$ cat src/rtl/joy_trackball_emu.sv
// Joystick-driven trackball emulator: per-axis velocity ramp plus phase accumulator producing DIR/CLK quadrature-style pairs.
// Optional MOUSE_INPUT_EN adds signed mouse deltas that drain as extra steps when the joystick is quiet.
`timescale 1ns/1ps

module joy_trackball_axis #(
    parameter int ACCEL     = 2,
    parameter int DECEL     = 4,
    parameter int MAX_SPEED = 64
) (
    input  logic             clk,
    input  logic             reset,
    input  logic             frame,
    input  logic             tick,
    input  logic             pos,
    input  logic             neg,
`ifdef MOUSE_INPUT_EN
    input  logic signed [8:0] mouse_d,
    input  logic             mouse_stb,
`endif
    output logic             dir,
    output logic             tclk,
    output logic [7:0]       vel
);

    localparam logic signed [8:0] ACCEL_S = 9'(ACCEL);
    localparam logic signed [8:0] DECEL_S = 9'(DECEL);
    localparam logic signed [8:0] MAX_S   = 9'(MAX_SPEED);

    typedef enum logic [0:0] {IDLE = 1'b0, SETUP = 1'b1} state_t;

    state_t            state_r, state_nxt_s;
    logic signed [7:0] vel_r;
    logic [7:0]        acc_r;
    logic              dir_r, clk_r, dir_nxt_s, tog_s;
    logic [7:0]        mag_s;
    logic [8:0]        sum_s;
    logic              joy_req_s, joy_sign_s, req_s, req_sign_s;

    // 9-bit saturating velocity step: ramp toward the held direction, otherwise decay to zero without crossing.
    function automatic logic signed [7:0] vel_next(input logic signed [7:0] v, input logic p, input logic n);
        logic signed [8:0] v9;
        logic signed [8:0] s9;
        v9 = {v[7], v};
        s9 = v9;
        if (p && !n) begin
            s9 = v9 + ACCEL_S;
            if (s9 > MAX_S) s9 = MAX_S;
            else            s9 = s9;
        end else if (n && !p) begin
            s9 = v9 - ACCEL_S;
            if (s9 < -MAX_S) s9 = -MAX_S;
            else             s9 = s9;
        end else if (v9 > 9'sd0) begin
            s9 = v9 - DECEL_S;
            if (s9 < 9'sd0) s9 = 9'sd0;
            else            s9 = s9;
        end else if (v9 < 9'sd0) begin
            s9 = v9 + DECEL_S;
            if (s9 > 9'sd0) s9 = 9'sd0;
            else            s9 = s9;
        end else begin
            s9 = 9'sd0;
        end
        return s9[7:0];
    endfunction

    assign mag_s      = vel_r[7] ? (8'd0 - vel_r) : vel_r;
    assign sum_s      = {1'b0, acc_r} + {1'b0, mag_s};
    assign joy_req_s  = tick & sum_s[8];
    assign joy_sign_s = ~vel_r[7];

`ifdef MOUSE_INPUT_EN
    logic signed [8:0]  pend_r;
    logic signed [10:0] pend_sum_s;
    logic signed [10:0] drain_s;
    logic               mouse_req_s, mouse_sign_s;

    assign mouse_sign_s = ~pend_r[8];
    assign mouse_req_s  = tick & ~joy_req_s & (state_r == IDLE) & (pend_r != 9'sd0);
    assign req_s        = joy_req_s | mouse_req_s;
    assign req_sign_s   = joy_req_s ? joy_sign_s : mouse_sign_s;

    // Pending mouse total: add strobed delta, remove the step being issued, saturate at +/-255.
    always_comb begin
        drain_s    = 11'sd0;
        pend_sum_s = {{2{pend_r[8]}}, pend_r};
        if (mouse_req_s) drain_s = mouse_sign_s ? 11'sd1 : -11'sd1;
        else             drain_s = 11'sd0;
        if (mouse_stb) pend_sum_s = pend_sum_s + {{2{mouse_d[8]}}, mouse_d};
        else           pend_sum_s = pend_sum_s;
        pend_sum_s = pend_sum_s - drain_s;
    end

    // Pending mouse counter register.
    always_ff @(posedge clk) begin
        if (reset)                        pend_r <= 9'sd0;
        else if (pend_sum_s > 11'sd255)   pend_r <= 9'sd255;
        else if (pend_sum_s < -11'sd255)  pend_r <= -9'sd255;
        else                              pend_r <= pend_sum_s[8:0];
    end
`else
    assign req_s      = joy_req_s;
    assign req_sign_s = joy_sign_s;
`endif

    // Velocity and phase accumulator; the accumulator sees the pre-frame velocity on a shared cycle.
    always_ff @(posedge clk) begin
        if (reset) begin
            vel_r <= 8'sd0;
            acc_r <= 8'd0;
        end else begin
            if (frame) vel_r <= vel_next(vel_r, pos, neg);
            if (tick)  acc_r <= sum_s[7:0];
        end
    end

    // Step FSM state plus registered DIR/CLK.
    always_ff @(posedge clk) begin
        if (reset) begin
            state_r <= IDLE;
            dir_r   <= 1'b0;
            clk_r   <= 1'b0;
        end else begin
            state_r <= state_nxt_s;
            dir_r   <= dir_nxt_s;
            clk_r   <= clk_r ^ tog_s;
        end
    end

    // Next state: a reversing step parks in SETUP until the following tick.
    always_comb begin
        state_nxt_s = state_r;
        case (state_r)
            IDLE: begin
                if (req_s && (dir_r != req_sign_s)) state_nxt_s = SETUP;
                else                                 state_nxt_s = IDLE;
            end
            SETUP: begin
                if (tick) state_nxt_s = IDLE;
                else      state_nxt_s = SETUP;
            end
            default: state_nxt_s = IDLE;
        endcase
    end

    // Outputs: DIR and CLK never change in the same cycle; carries during SETUP are dropped.
    always_comb begin
        dir_nxt_s = dir_r;
        tog_s     = 1'b0;
        case (state_r)
            IDLE: begin
                if (req_s) begin
                    if (dir_r == req_sign_s) tog_s     = 1'b1;
                    else                     dir_nxt_s = req_sign_s;
                end else begin
                    tog_s = 1'b0;
                end
            end
            SETUP: begin
                if (tick) tog_s = 1'b1;
                else      tog_s = 1'b0;
            end
            default: begin
                dir_nxt_s = dir_r;
                tog_s     = 1'b0;
            end
        endcase
    end

    assign dir  = dir_r;
    assign tclk = clk_r;
    assign vel  = vel_r;

endmodule

module joy_trackball_emu #(
    parameter int TICK_DIV  = 250,
    parameter int ACCEL     = 2,
    parameter int DECEL     = 4,
    parameter int MAX_SPEED = 64
) (
    input  logic        clk,
    input  logic        reset,
    input  logic        VBLANK,
    input  logic        JOY_L,
    input  logic        JOY_R,
    input  logic        JOY_U,
    input  logic        JOY_D,
`ifdef MOUSE_INPUT_EN
    input  logic [8:0]  MOUSE_DX,
    input  logic [8:0]  MOUSE_DY,
    input  logic        MOUSE_STB,
`endif
    output logic        TBH_DIR,
    output logic        TBH_CLK,
    output logic        TBV_DIR,
    output logic        TBV_CLK,
    output logic [7:0]  VELX,
    output logic [7:0]  VELY
);

    localparam int TW = $clog2(TICK_DIV);

    logic [TW-1:0] tick_cnt_r;
    logic          tick_s;
    logic          vblank_d_r;
    logic          frame_s;

    assign tick_s  = (tick_cnt_r == TW'(TICK_DIV - 1));
    assign frame_s = VBLANK & ~vblank_d_r;

    // Step-tick divider and VBLANK edge register.
    always_ff @(posedge clk) begin
        if (reset) begin
            tick_cnt_r <= '0;
            vblank_d_r <= 1'b0;
        end else begin
            tick_cnt_r <= tick_s ? '0 : tick_cnt_r + 1'b1;
            vblank_d_r <= VBLANK;
        end
    end

    joy_trackball_axis #(.ACCEL(ACCEL), .DECEL(DECEL), .MAX_SPEED(MAX_SPEED)) u_h (
        .clk(clk), .reset(reset), .frame(frame_s), .tick(tick_s),
        .pos(JOY_R), .neg(JOY_L),
`ifdef MOUSE_INPUT_EN
        .mouse_d($signed(MOUSE_DX)), .mouse_stb(MOUSE_STB),
`endif
        .dir(TBH_DIR), .tclk(TBH_CLK), .vel(VELX)
    );

    joy_trackball_axis #(.ACCEL(ACCEL), .DECEL(DECEL), .MAX_SPEED(MAX_SPEED)) u_v (
        .clk(clk), .reset(reset), .frame(frame_s), .tick(tick_s),
        .pos(JOY_D), .neg(JOY_U),
`ifdef MOUSE_INPUT_EN
        .mouse_d($signed(MOUSE_DY)), .mouse_stb(MOUSE_STB),
`endif
        .dir(TBV_DIR), .tclk(TBV_CLK), .vel(VELY)
    );

endmodule
$ cat config.mk
export PLATFORM = sky130hd
export DESIGN_NAME = joy_trackball_emu
export DESIGN_NICKNAME = d
export VERILOG_FILES = /design/src/rtl/joy_trackball_emu.sv
export SDC_FILE = /design/constraint.sdc
export NUM_CORES = 1
export LEC_CHECK = 0
export CAP_MARGIN = 20
export CORE_AREA = 8 8 107 109
export CTS_BUF_LIST = sky130_fd_sc_hd__clkbuf_8
export CTS_CLUSTER_DIAMETER = 150
export DETAILED_ROUTE_END_ITERATION = 8
export DIE_AREA = 0 0 115 117
export PLACE_DENSITY = 0.64
export SYNTH_ARGS = -nofsm -noshare
export SYNTH_HDL_FRONTEND = slang
export SYNTH_SLANG_ARGS = --single-unit
export TNS_END_PERCENT = 50
$ cat constraint.sdc
create_clock -name clk -period 4.02 [get_ports clk]
set_clock_uncertainty 0.15 [all_clocks]
set_input_delay 0.603 -clock clk [delete_from_list [all_inputs] [get_ports clk]]
set_output_delay 0.603 -clock clk [all_outputs]
set_load 0.02 [all_outputs]
==> run metrics <==
antenna-violating nets left=0; period utilization=0.805; post-DP HPWL=7230 um; footprint of the multi-input gates=2870 um2; residual DRC count=0; asr flop ratio synth=0; CTS root buffer=clkbuf_8; Fin. Hold Viols=0; fin crit period=3.24 ns; Synth top area share=0.216; Max Cap Viol=0; CTS Buf Count=5; setup tns final=0 ns; Initial Util=0.402; deepest clock path buffer count=2; post-synth cell types=76; Post-Route WL=10000 um; power density over cell area=292 nW/um2; gr usage total=0.154; synthesized flop and latch total=43; Max FO, Critical Path=10; HP Class=reg -> reg; Least-Margin Pin Slew=0.741 ns; Switching Share=0.364; Port Buffers=24; Synth Area per Inst=7.51 um2; vias in the first global route=3629; Area contributors post-synth=dfxtp_1 (22%), ha_1 (11%), xnor2_1 (5.7%), nor2_1 (5.5%), a21oi_1 (4.9%); CP Class=reg -> reg; drt via density=5.69; nets@finish=581; TritonCTS clock tree=yes; GR Overflow Total=0; Worst setup SP type=register; leak pwr=1.65 nW; largest net degree at the start of global routing=37; # resized after CTS=0; share of cells above drive strength 1=0.0559; Peak Freq=0.309 GHz; number of synthesis warnings=0; Critical Path RT=4.04 ns; die height=117 um; Worst setup EP type=register; Area Growth Syn to Fin=10.8%; DRT Pass-1 Iters=5; Worst-Skew Late Latency=0.30 ns; DIE WIDTH=115 um; CTS sink count=43; maximum vdd drop=0.000139 V; Reg area=861 um2; placed insts=666; cell internal pwr=0.819 mW; Iteration-0 DRC Markers=266; Max Slew Vio Count=0; GP Congestion=0.957; Flop pwr share=0.370; num ports=27; final setup vio count=0; core footprint=9910 um2; vias=3827; Comb pwr share=0.372; area leader, netlist=dfxtp_1; commonest non-fill, non-tap cell in the layout=nor2_1; Post-CTS Setup Repair Bufs=0; total die area=13500 um2; fillcell total=1014; H-tree depth=2; number of synthesized flops with an enable pin=0; Slew headroom=0.506; status=finished clean; Layout Cells excl Fill=673; hold bufs inserted after CTS=0; initial antenna violation count=0; Row Count=37; n_diodes=0; post-synthesis cell count=530; Clk pin slew, worst setup/hold paths=0.09 ns; clock power share=0.258; Post-Syn Area=3980 um2; unrepaired setup endpoints after global routing=false; sw power=0.470 mW; CP Data Arrival Time=3.26 ns; Post-synth top flop=dfxtp_1; most frequent cells in the layout=nor2_1 (58), nand2_1 (44), dfxtp_1 (43); global-route wire length before repair=17100 um; drt wl/cell=14.9 um; Seq/Total Area, Yosys=0.216
cells by family (layout without fill, tap and decap cells):
logic type / count (synthesis) / count (layout) / share of synthesized area
mux: 4 / 4 / 0.0107
xor+xnor: 36 / 36 / 0.0792
buf+inv: 61 / 66 / 0.0657
flops: 43 / 43 / 0.216
fa+ha+maj: 37 / 37 / 0.120
compound gates: 138 / 138 / 0.240
other cells: 2 / 4 / 0.00189
simple gates: 209 / 209 / 0.266
power by group through the flow:
| stage | combinational, mW | clock [mW] | sequential [mW] |
|---|---|---|---|
| finish | 0.480 | 0.333 | 0.477 |
| global route | 0.532 | 0.368 | 0.481 |
| CTS | 0.473 | 0.349 | 0.476 |
| detailed placement | 0.470 | 0 | 0.486 |
| global placement | 0.467 | 0 | 0.485 |
| floorplan | 0.351 | 0 | 0.486 |
worst max-delay path, stage by stage, from the launching register on:
cell and delay [ns]:
dfxtp_1 0.53, inv_1 0.22, ha_1 0.28, nor2b_1 0.17, nor2_1 0.14, xnor2_1 0.08, ha_1 0.33, o21ai_0 0.10
a21oi_1 0.22, o311ai_1 0.21, a2111oi_4 0.39, mux2i_1 0.23, nor2_1 0.05
Yosys cell counts, drive strengths merged (8+ instances only):
| library cell | number |
|---|---|
| xnor2 | 26 |
| dfxtp | 43 |
| inv | 24 |
| a31oi | 9 |
| nand2b | 11 |
| nand3 | 21 |
| a211oi | 8 |
| ha | 35 |
| clkbuf | 15 |
| nor3 | 22 |
| buf | 21 |
| o21ai | 23 |
| nand2 | 44 |
| xor2 | 10 |
| nor2 | 58 |
| a21oi | 39 |
| and3 | 8 |
routing by layer:
metal	vias up	global-route usage	wire length, um
met3	18	0.0257	686
li1	1915	-	-
met4	0	0.0569	182
met5	-	0	0
met2	139	0.253	4530
met1	1755	0.198	4640
final cells by class:
| cell class | instances | area share |
|---|---|---|
| inverter | 25 | 0.0213 |
| clock buffer | 5 | 0.0156 |
| multi-input combinational | 428 | 0.650 |
| sequential | 43 | 0.195 |
| clock inverter | 2 | 0.00766 |
| timing repair buffer | 34 | 0.0715 |
| tap | 136 | 0.0386 |
flip-flops by register name (all words and copies together), names as in the netlist:
name	flops
tick_cnt_r	8
u_h.acc_r	7
u_h.vel	7
u_v.acc_r	7
u_v.vel	7
u_h.dir	1
u_h.state_r	1
u_h.tclk	1
u_v.dir	1
u_v.state_r	1
u_v.tclk	1
vblank_d_r	1
per-stage QoR:
step                setup WS (ns)  cell area (um2)  power, mW  utilization  hold slack, ns
finish                      0.783             4410       1.29        0.445           0.314
global route                0.461             4410       1.38        0.445           0.342
CTS                         0.789             4410       1.30        0.445           0.315
detailed placement          0.813             4310      0.956        0.435           0.300
global placement            0.957             4310      0.952        0.435           0.297
floorplan                    1.05             3990      0.837            -           0.286
worst paths after layout:
kind / from / to / slack (ns) / depth (start not counted)
worst max-delay path: u_h.vel[2] / u_h.dir / 0.78 / 12
worst min-delay path: u_v.acc_r[4] / u_v.acc_r[4] / 0.31 / 2
worst max register to register: u_h.vel[2] / u_h.dir / 0.78 / 12
worst min register to register: u_v.acc_r[4] / u_v.acc_r[4] / 0.31 / 2
Note: power is estimated with default switching activity, not from simulation.
